**src/rtl/lut_pkg.sv**
```systemverilog
// Shared constants and types for the LUT read-side blocks.
// The scan state enum is shared so the top and the FSM agree on encoding.
package lut_pkg;

   localparam int LUT_ADDR_W = 4;
   localparam int LUT_DEPTH  = 1 << LUT_ADDR_W;

   typedef logic [LUT_ADDR_W-1:0] lut_addr_t;

   typedef enum logic [1:0] {
      IDLE,
      SHIFT,
      DONE
   } scan_state_e;

endpackage

```
**src/rtl/lut_scan_fsm.sv**
```systemverilog
// Serial readback of the table snapshot: one bit per cycle, entry 0 first,
// followed by a single done cycle. No backpressure and no restart mid-scan.
module lut_scan_fsm
   import lut_pkg::*;
#(
   parameter int ADDR_W = LUT_ADDR_W
) (
   input  logic                    clk,
   input  logic                    rst,
   input  logic                    scan_start_i,
   input  logic [(1<<ADDR_W)-1:0]  snap_i,
   output logic                    start_acc_o,
   output logic                    scan_valid_o,
   output logic                    scan_bit_o,
   output logic                    scan_last_o,
   output logic                    scan_done_o,
   output logic                    scan_busy_o
);

   scan_state_e       state_q, state_d;
   logic [ADDR_W-1:0] idx_q, idx_d;

   always_ff @(posedge clk) begin
      if (rst) begin
         state_q <= IDLE;
         idx_q   <= '0;
      end else begin
         state_q <= state_d;
         idx_q   <= idx_d;
      end
   end

   // idx wraps naturally from DEPTH-1 back to 0 as the scan leaves SHIFT
   always_comb begin
      state_d      = state_q;
      idx_d        = idx_q;
      scan_valid_o = 1'b0;
      scan_bit_o   = 1'b0;
      scan_last_o  = 1'b0;
      scan_done_o  = 1'b0;
      case (state_q)
         IDLE: begin
            if (scan_start_i) begin
               state_d = SHIFT;
               idx_d   = '0;
            end
         end
         SHIFT: begin
            scan_valid_o = 1'b1;
            scan_bit_o   = snap_i[idx_q];
            scan_last_o  = (idx_q == {ADDR_W{1'b1}});
            idx_d        = idx_q + ADDR_W'(1);
            if (idx_q == {ADDR_W{1'b1}}) begin
               state_d = DONE;
            end
         end
         DONE: begin
            scan_done_o = 1'b1;
            state_d     = IDLE;
         end
         default: begin
            state_d = IDLE;
         end
      endcase
   end

   assign start_acc_o = (state_q == IDLE) && scan_start_i;
   assign scan_busy_o = (state_q != IDLE);

endmodule

```
**src/rtl/lut_table_reader.sv**
```systemverilog
// Read-side companion of the truth-table LUT writer: snapshot capture,
// single-bit lookups over valid/ready, and serial readback via lut_scan_fsm.
module lut_table_reader
   import lut_pkg::*;
#(
   parameter int ADDR_W = LUT_ADDR_W
) (
   input  logic                    clk,
   input  logic                    rst,
   input  logic [(1<<ADDR_W)-1:0]  table_i,
   input  logic                    table_ld_i,
   input  logic                    rd_valid_i,
   input  logic [ADDR_W-1:0]       rd_addr_i,
   output logic                    rd_ready_o,
   output logic                    rsp_valid_o,
   output logic                    rsp_data_o,
   input  logic                    rsp_ready_i,
   input  logic                    scan_start_i,
   output logic                    scan_valid_o,
   output logic                    scan_bit_o,
   output logic                    scan_last_o,
   output logic                    scan_done_o,
   output logic                    scan_busy_o
);

   localparam int DEPTH = 1 << ADDR_W;

   logic [DEPTH-1:0] snap_q;
   logic [DEPTH-1:0] pend_q;
   logic             pend_flag;
   logic             start_acc;
   logic             rsp_valid_q;
   logic             rsp_data_q;
   logic             accept;

   lut_scan_fsm #(
      .ADDR_W (ADDR_W)
   ) u_scan (
      .clk          (clk),
      .rst          (rst),
      .scan_start_i (scan_start_i),
      .snap_i       (snap_q),
      .start_acc_o  (start_acc),
      .scan_valid_o (scan_valid_o),
      .scan_bit_o   (scan_bit_o),
      .scan_last_o  (scan_last_o),
      .scan_done_o  (scan_done_o),
      .scan_busy_o  (scan_busy_o)
   );

   // snap_q stays frozen while a scan runs; loads landing then are parked in
   // pend_q and promoted on the done cycle, where a fresh load takes priority
   always_ff @(posedge clk) begin
      if (rst) begin
         snap_q    <= '0;
         pend_q    <= '0;
         pend_flag <= 1'b0;
      end else if (scan_done_o) begin
         if (table_ld_i) begin
            snap_q <= table_i;
         end else if (pend_flag) begin
            snap_q <= pend_q;
         end
         pend_flag <= 1'b0;
      end else if (table_ld_i) begin
         if (scan_busy_o || start_acc) begin
            pend_q    <= table_i;
            pend_flag <= 1'b1;
         end else begin
            snap_q <= table_i;
         end
      end
   end

   assign rd_ready_o = !rsp_valid_q || rsp_ready_i;
   assign accept     = rd_valid_i && rd_ready_o;

   // One-deep response register; the response holds until the consumer takes it
   always_ff @(posedge clk) begin
      if (rst) begin
         rsp_valid_q <= 1'b0;
         rsp_data_q  <= 1'b0;
      end else if (accept) begin
         rsp_valid_q <= 1'b1;
         rsp_data_q  <= snap_q[rd_addr_i];
      end else if (rsp_ready_i) begin
         rsp_valid_q <= 1'b0;
      end
   end

   assign rsp_valid_o = rsp_valid_q;
   assign rsp_data_o  = rsp_data_q;

endmodule

```
**config.mk**
```make
export PLATFORM = sky130hd
export DESIGN_NAME = lut_table_reader
export DESIGN_NICKNAME = d
export VERILOG_FILES = /design/src/rtl/lut_pkg.sv /design/src/rtl/lut_scan_fsm.sv /design/src/rtl/lut_table_reader.sv
export SDC_FILE = /design/constraint.sdc
export NUM_CORES = 1
export LEC_CHECK = 0
export BUFFER_PORTS_ARGS = -buffer_cell sky130_fd_sc_hd__buf_2
export CORE_ASPECT_RATIO = 1.1
export CORE_MARGIN = 2
export CORE_UTILIZATION = 30
export DETAILED_ROUTE_END_ITERATION = 8
export GPL_TIMING_DRIVEN = 0
export PLACE_DENSITY = 0.57
export SLEW_MARGIN = 30
export SYNTH_ARGS = -nofsm -noshare
export SYNTH_HDL_FRONTEND = slang
export SYNTH_SLANG_ARGS = --single-unit
```
**constraint.sdc**
```tcl
create_clock -name clk -period 2.4 [get_ports clk]
set_clock_uncertainty 0.15 [all_clocks]
set_input_delay 0.48 -clock clk [delete_from_list [all_inputs] [get_ports clk]]
set_output_delay 0.48 -clock clk [all_outputs]
set_load 0.02 [all_outputs]
```
# After elaboration in Yosys (flattened, before gate mapping)
# Cells that the tools add are included.
[totals]
wordCells = 54
ff_bits = 41
inputBits = 26
[classes]
n_bitwise = 1
eq_ne = 6
n_lt_le_gt_ge = 2
n_reduce_logical = 17
n_mux = 20
n_addsub = 1
[op_table]
columns = ["cell", "n"]
rows = [
  ["$mux W16", 5],
  ["$lt A4 B5 Y1 const B", 2],
  ["$reduce_bool A2 Y1", 5],
  ["$bmux W1 S4", 2],
  ["$mux W1", 8],
  ["$pmux W4 S2", 1],
  ["$reduce_and A2 Y1", 3],
  ["$reduce_and A3 Y1", 2],
  ["$add A4 B1 Y4 const B", 1],
  ["$eq A4 B4 Y1 const B", 1],
  ["$mux W2", 2],
  ["$mux W4", 1],
  ["$ne A2 B2 Y1 const B", 2],
  ["$pmux W2 S2", 1],
  ["$eq A2 B1 Y1 const B", 1],
  ["$eq A2 B2 Y1 const B", 1],
  ["$logic_and A1 B1 Y1", 2],
  ["$logic_not A2 Y1", 1],
  ["$logic_or A1 B1 Y1", 2],
  ["$ne A2 B1 Y1 const B", 1],
  ["$reduce_or A2 Y1", 1],
  ["$logic_not A1 Y1", 1],
  ["$not A1 Y1", 1],
]

# Logic depth before layout (Yosys ltp)
# Gate-level depths: netlist of the first run.
[depth]
ltp_word = 6
mapped_depth = 7
ltp_nobuf = 4

# Hierarchy
# A second synthesis of the first run with hierarchy kept.
[unflattened]
cells_unflattened = 200
area_unflattened_um2 = 1990.7
[modules_own_cells]
columns = ["mod", "n_inst", "area_per_inst_um2", "cells_each"]
rows = [
  ["lut_table_reader", 1, 1521.5, 146],
  ["lut_scan_fsm", 1, 469.2, 54],
]

# Worst setup path before layout of the first run
# No wires, ideal clock.
[synth_path]
path_type = "flip-flop to output port"
startpoint = "register u_scan.idx_q[0]"
endpoint = "output port scan_bit_o"
path_buffers = 1
path_stages_with_launch = 5
path_slack_ns = 0.116
arrival_ns = 1.654
path_cell_list = "dfxtp_1 -> buf_6 -> mux4_1 -> mux4_2 -> and2_1"
[synth_between]
elab_chain_cells = 3
[synth_rtl]
columns = ["item", "line_no", "rtl"]
rows = [
  ["start: declaration", "lut_scan_fsm.sv:21", "logic [ADDR_W-1:0] idx_q, idx_d;"],
  ["start signal: assignment", "lut_scan_fsm.sv:29", "idx_q <= idx_d;"],
  ["$bmux W1 S4", "lut_scan_fsm.sv:50", "scan_bit_o = snap_i[idx_q];"],
  ["$mux W1 (not written as such)", "lut_scan_fsm.sv:50", ""],
  ["$mux W1", "lut_scan_fsm.sv:41", "case (state_q)"],
  ["end: declaration", "lut_table_reader.sv:20", "output logic scan_bit_o,"],
]
# No other way between the ends. The select of a mux whose other input is x is not followed.

# Worst setup path in the final report of the first run
# Same ends and word-level chain as after synthesis.

==> metrics.txt, run 1 <==
hold_ws 0.279 ns; largest net degree at the start of global routing 13; sequential cell fraction of total power 49.1%; Core Area 0.00623 mm²; switching fraction of total power 23.9%; Vias 1,526; design area 0.00233 mm²; worst hold path class input pin to flop; Inserted Clock Buffers 5; post-synthesis register bit count 41; hold path depth 3; nets@finish 257; clk slew on worst S/H paths 0.08 ns; IO Pins 34; worst vdd ir 0.317 mV; total gr overflow 0; crit end category output port; Pleak 0.949 nW; Fin. Hold Viols 0; final worst setup slack -0.276 ns; outcome finished, violations left; relative slew slack 63.6%; Yosys top cell by area dfxtp_1; Die Wd 80.8 µm; M1 wire length 1.95 mm; Clock Tree Buf Depth 2; Starting Density 31.2%; WS Path Type flop to output port; CTS H-tree depth 2; CTS Sinks 41; port buffer count 32; final setup fails 1; hold_buf cts 0; cells along the critical path buf_6 -> mux4_2 -> mux4_2 -> and2_4 -> buf_6; Cell Int Power 1.16 mW; fillers 694; final worst path period share 111%; first-pass GRT wire length 7.02 mm; RSZ-0062 raised after global routing true; Multi-input gate area 0.00103 mm²; Critical Path RT 1.77 ns; initial antenna violation count 0; critical-path maximum fanout 5; r2r startpoint u_scan.state_q[1]$_SDFFE_PP0P_; Post-DP HPWL 3.21 mm; met3 routed WL 258 µm; routed wl met2 1.95 mm; pwr dens 652 mW/mm²; Tmin final 2.68 ns; post-route ant nets 0; Ant. Diodes 0; FF-to-FF path depth 5; Buf+Inv Stages, Crit Path 2; CP max stage cell mux4_2; Psw 0.364 mW; Die Ht 88.4 µm; Fin Setup TNS -0.276 ns; total wire length 4.25 mm; fin. max-slew vios 0; Post-Syn Instances 189; Comb pwr share 13.0%; Arrival @ worst endpoint 2.05 ns; achievable frequency 0.374 GHz; Hold Crit Start table_i[8]; Row Count 30; netlist area before placement 0.00194 mm²; Max Used Layer met4; violated checks setup timing; DR pass1 iterations 4; synthesis-to-layout area growth 19.9%; Levels on crit path 5; DR iter-0 viols 43; FF+latch area 822 µm²; WL/cell 13.7 µm; Max Cap Viol 0; Placed Area 0.00220 mm²; CTS tree done; worst setup path start u_scan.idx_q[0]$_SDFFE_PP0P_; share of layout cells above drive strength 1 26.8%; Synth top area share 42.2%; Residual DRC 0; synthesized net count 216; CP max stage delay 0.51 ns; Clock power frac 37.9%; Clk Tree Root Cell clkbuf_8; Total GRT Usage 13.0%; vias in the first global route 1,460; Mean Syn Cell Area 10.3 µm²; Clock Latency Late Sink 0.29 ns; top cells by area, synth dfxtp_1 (42%), mux2i_1 (16%), nor2_1 (7.9%); Placer Congestion 0.829; Ys Warns 0; sequential share of the synthesized area 42.2%; die area 0.00714 mm²; CP top delay family multiplexers; Worst Tran Pin Value 0.546 ns; Startpoint Class flop; DR vias/cell 4.91; Yosys cell types 29
==> final cells by class <==
type | instances | share of cell area, %
inverter | 4 | 0.644
timing repair buffer | 34 | 7.78
clock inverter | 1 | 1.29
clock buffer | 7 | 3.70
multi-input combinational | 131 | 44.0
buffer | 13 | 3.01
sequential | 41 | 35.3
tap | 80 | 4.29
==> per-stage QoR <==
stage               setup WS (ns)  utilization (%)  instances  power (mW)
finish                     -0.276             37.4        311        1.52
global route               -0.326             37.4        311        1.59
CTS                        -0.286             37.4        311        1.54
detailed placement        -0.0847             35.4        301       0.955
global placement          -0.0386             35.4        301       0.951
floorplan                   0.116                -        189       0.888
==> flip-flops by register name, summed over array words and instances, names as in the netlist <==
signal and flops:
u_scan.idx_q 4, pend_q 16, u_scan.state_q 2, rsp_data_o 1, snap_q 16, pend_flag 1
rsp_valid_o 1
==> cell families (layout without fill, tap and decap cells) <==
logic type | Yosys count | count (layout) | share of synthesized area, %
AND/OR/NAND/NOR | 57 | 57 | 12.8
multiplexers | 44 | 44 | 29.4
flip-flops | 41 | 41 | 42.2
AO/OA/AOI/OAI | 29 | 29 | 10.6
buffers and inverters | 17 | 59 | 4.38
adder cells (fa/ha/maj) | 1 | 1 | 0.643
==> power groups by stage <==
stage / Sequential (mW) / Clock [mW] / Combinational (mW)
6_report: 0.746 / 0.576 / 0.198
5_1_grt: 0.751 / 0.620 / 0.221
4_1_cts: 0.746 / 0.590 / 0.201
3_5_place_dp: 0.761 / 0 / 0.194
3_3_place_gp: 0.759 / 0 / 0.191
2_1_floorplan: 0.756 / 0 / 0.132
==> cell usage after synthesis <==
| cell | number |
|---|---|
| a2111oi_0 | 1 |
| a211oi_1 | 17 |
| a21oi_1 | 4 |
| a22oi_1 | 3 |
| and2_1 | 1 |
| and2b_1 | 1 |
| buf_2 | 2 |
| buf_4 | 1 |
| buf_6 | 2 |
| clkbuf_1 | 8 |
| dfxtp_1 | 41 |
| ha_1 | 1 |
| inv_1 | 4 |
| mux2_2 | 3 |
| mux2i_1 | 32 |
| mux4_1 | 4 |
| mux4_2 | 5 |
| nand2_1 | 1 |
| nand2b_1 | 3 |
| nand3_1 | 2 |
| nor2_1 | 41 |
| nor2b_1 | 3 |
| nor3_1 | 2 |
| nor3b_1 | 1 |
| nor4_1 | 1 |
| o21ai_0 | 2 |
| o21ai_2 | 1 |
| o21bai_1 | 1 |
| or2_2 | 1 |
==> worst paths after layout <==
path	to	slack (ns)
min reg2reg	pend_flag$_SDFFE_PP0P_	0.31
min	pend_q[8]$_SDFFE_PP0P_	0.28
max	scan_bit_o	-0.28
max reg2reg	snap_q[13]$_SDFFE_PP0P_	0.46
==> routing by layer <==
layer  track usage [%]  up-vias
met1              16.5      716
li1                  -      765
met4              5.55        0
met2              21.3       37
met5                 0        -
met3              3.16        8
==> repair_timing <==
item | in CTS | in global routing
endpoints found under the setup margin | 1 | 1
pin swaps | 1 | 0
setup buffers | 2 | 0
gates resized for setup | 8 | 0
==> placed cells by master, fill, tap and decap left out, drive strengths merged <==
cell	count
nor3	2
mux2	3
and2b	1
nor4	1
or2	1
a2111oi	1
nor3b	1
a21oi	4
inv	4
ha	1
o21bai	1
buf	39
nand2	1
and2	1
clkbuf	15
dfxtp	41
nand2b	3
a22oi	3
bufinv	1
nor2b	3
mux4	9
a211oi	17
mux2i	32
o21ai	3
nand3	2
nor2	41
==> worst reg2reg max path: cells and delay by family (launching register included) <==
family	cells	cell delay, ns
simple gates	1	0.08
compound gates	3	0.74
buf+inv	1	0.42
flops	1	0.45
(Power assumes the default switching activity.)
==> run 2, diff against run 1 <==
--- a/config.mk
+++ b/config.mk
@@ -7,7 +7,7 @@
 export LEC_CHECK = 0
 export BUFFER_PORTS_ARGS = -buffer_cell sky130_fd_sc_hd__buf_2
 export CORE_ASPECT_RATIO = 1.1
-export CORE_MARGIN = 2
+export CORE_MARGIN = 1.5
 export CORE_UTILIZATION = 30
 export DETAILED_ROUTE_END_ITERATION = 8
 export GPL_TIMING_DRIVEN = 0
==> run 2 against run 1 <==
Compared with the run above:
- the flow still finishes with violations (setup timing)
- critical path depth did not move
- sequential cell count did not move
- non-clock buffer count did not move
- wire length fell by 3.2%
- first-iteration DRC count rose by 42%
- design area fell by 0.64%
- setup slack improved by 0.025 ns
- core utilization fell by 0.24 points
- clock-buffer cell count did not move
- worst hold slack got worse by 0.0014 ns
==> metrics.txt, run 2 (synthesis gave the netlist of run 1 again) <==
outcome finished, violations left; violated checks setup timing; pwr dens 623 mW/mm²; Worst Tran Pin Value 0.532 ns; CTS Sinks 41; Vias 1,484; achievable frequency 0.377 GHz; Post-DP HPWL 3.08 mm; first-pass GRT wire length 7.03 mm; vias in the first global route 1,482; met2 Use GR 21.3%; final worst path period share 110%; final worst setup slack -0.251 ns; Clk Tree Root Cell clkbuf_8; total wire length 4.11 mm; crit end category output port; Total GRT Usage 13.4%; Critical Path RT 1.77 ns; Tmin final 2.65 ns; clk slew on worst S/H paths 0.08 ns; worst hold path class input pin to flop; DR iter-0 viols 61; commonest non-fill, non-tap cell in the layout nor2_1; Largest regs pend_q x16, snap_q x16, u_scan.idx_q x4; dpl ws -0.0464 ns; RSZ-0062 raised after global routing true; Clock Tree Buf Depth 2; final setup fails 1; Starting Density 31.2%; Core Area 0.00623 mm²; die area 0.00697 mm²; Row Count 30; post-route ant nets 0; Pleak 0.945 nW; nets@finish 257; CTS tree done; Post-Place Cells 301; largest net degree at the start of global routing 13; DR vias/cell 4.77; port buffer count 32; hold_buf cts 0; DR pass1 iterations 4; IO Pins 34; fin. max-slew vios 0; M3 GR Usage 3.98%; most frequent cells in the layout nor2_1 (41), dfxtp_1 (40), buf_2 (33), mux2i_1 (32), a211oi_1 (17); non-filler instance count after layout 311; met1 Use GR 16.7%; total gr overflow 0; Ant. Diodes 0; CP max stage delay 0.50 ns; relative slew slack 64.5%; WL/cell 13.2 µm; critical-path maximum fanout 7; CTS H-tree depth 2; synthesis-to-layout area growth 19.1%; Placer Congestion 0.810; Startpoint Class flop; layer carrying the most global-route usage met2; CP max stage cell mux4_2; share of layout cells above drive strength 1 27.3%; Fin. Hold Viols 0; initial antenna violation count 0; WS Path Type flop to output port; Fin Setup TNS -0.251 ns; Die Wd 79.8 µm; Residual DRC 0; Inserted Clock Buffers 5; Max Cap Viol 0; Clock Latency Late Sink 0.30 ns; worst vdd ir 0.314 mV; cells along the critical path buf_6 -> mux4_2 -> mux4_2 -> and2_4 -> buf_6; Die Ht 87.4 µm; Arrival @ worst endpoint 2.02 ns
==> run 2: path summary, 6_finish.rpt <==
kind,to,slack [ns],cells after the start,from
setup / recovery,scan_bit_o,-0.25,5,u_scan.idx_q[0]$_SDFFE_PP0P_
hold / removal,pend_q[2]$_SDFFE_PP0P_,0.28,3,table_i[2]
setup reg to reg,snap_q[6]$_SDFFE_PP0P_,0.45,5,u_scan.state_q[1]$_SDFFE_PP0P_
hold reg to reg,pend_flag$_SDFFE_PP0P_,0.31,2,pend_flag$_SDFFE_PP0P_
==> run 2: cell type report <==
type	count	area (µm²)
multi-input cells	131	1030
clock buffers	7	96.3
plain buffers	13	70.1
well taps	80	100
inverters	4	15.0
fillers	677	3920
clock inverters	1	5.00
flip-flops and latches	41	822
repair buffers	34	181
==> run 2: critical path, delay by kind of cell, from the launching register on <==
kind | cells | cell delay (ns)
multiplexers | 2 | 0.99
AND/OR/NAND/NOR | 1 | 0.15
flip-flops | 1 | 0.34
buffers and inverters | 2 | 0.25
==> run 2: power by group <==
part	internal [mW]	leakage [nW]	switching, mW
Combinational	0.0967	0.554	0.100
Sequential	0.721	0.337	0.0251
Clock	0.260	0.0542	0.241
Total	1.08	0.945	0.367
==> run 2: layer usage <==
layer  routed length [µm]  up-vias
li1                     -      763
met1                 1930      679
met2                 1860       35
met3                  238        7
met4                   78        0
met5                    0        -
==> run 2: repair_timing <==
action                     4_1_cts  5_1_grt
pin swaps                        1        0
buffers inserted                 1        1
resized for setup                8        0
setup endpoints to repair        1        1
==> run 2: through the flow <==
stage               util, %  cell area, µm²  hold slack, ns  power [mW]
floorplan                 -            1940           0.281       0.888
global placement       35.4            2200           0.298       0.950
detailed placement     35.4            2200           0.299       0.954
CTS                    37.0            2310           0.268        1.47
global route           37.2            2320           0.281        1.52
finish                 37.2            2320           0.278        1.44
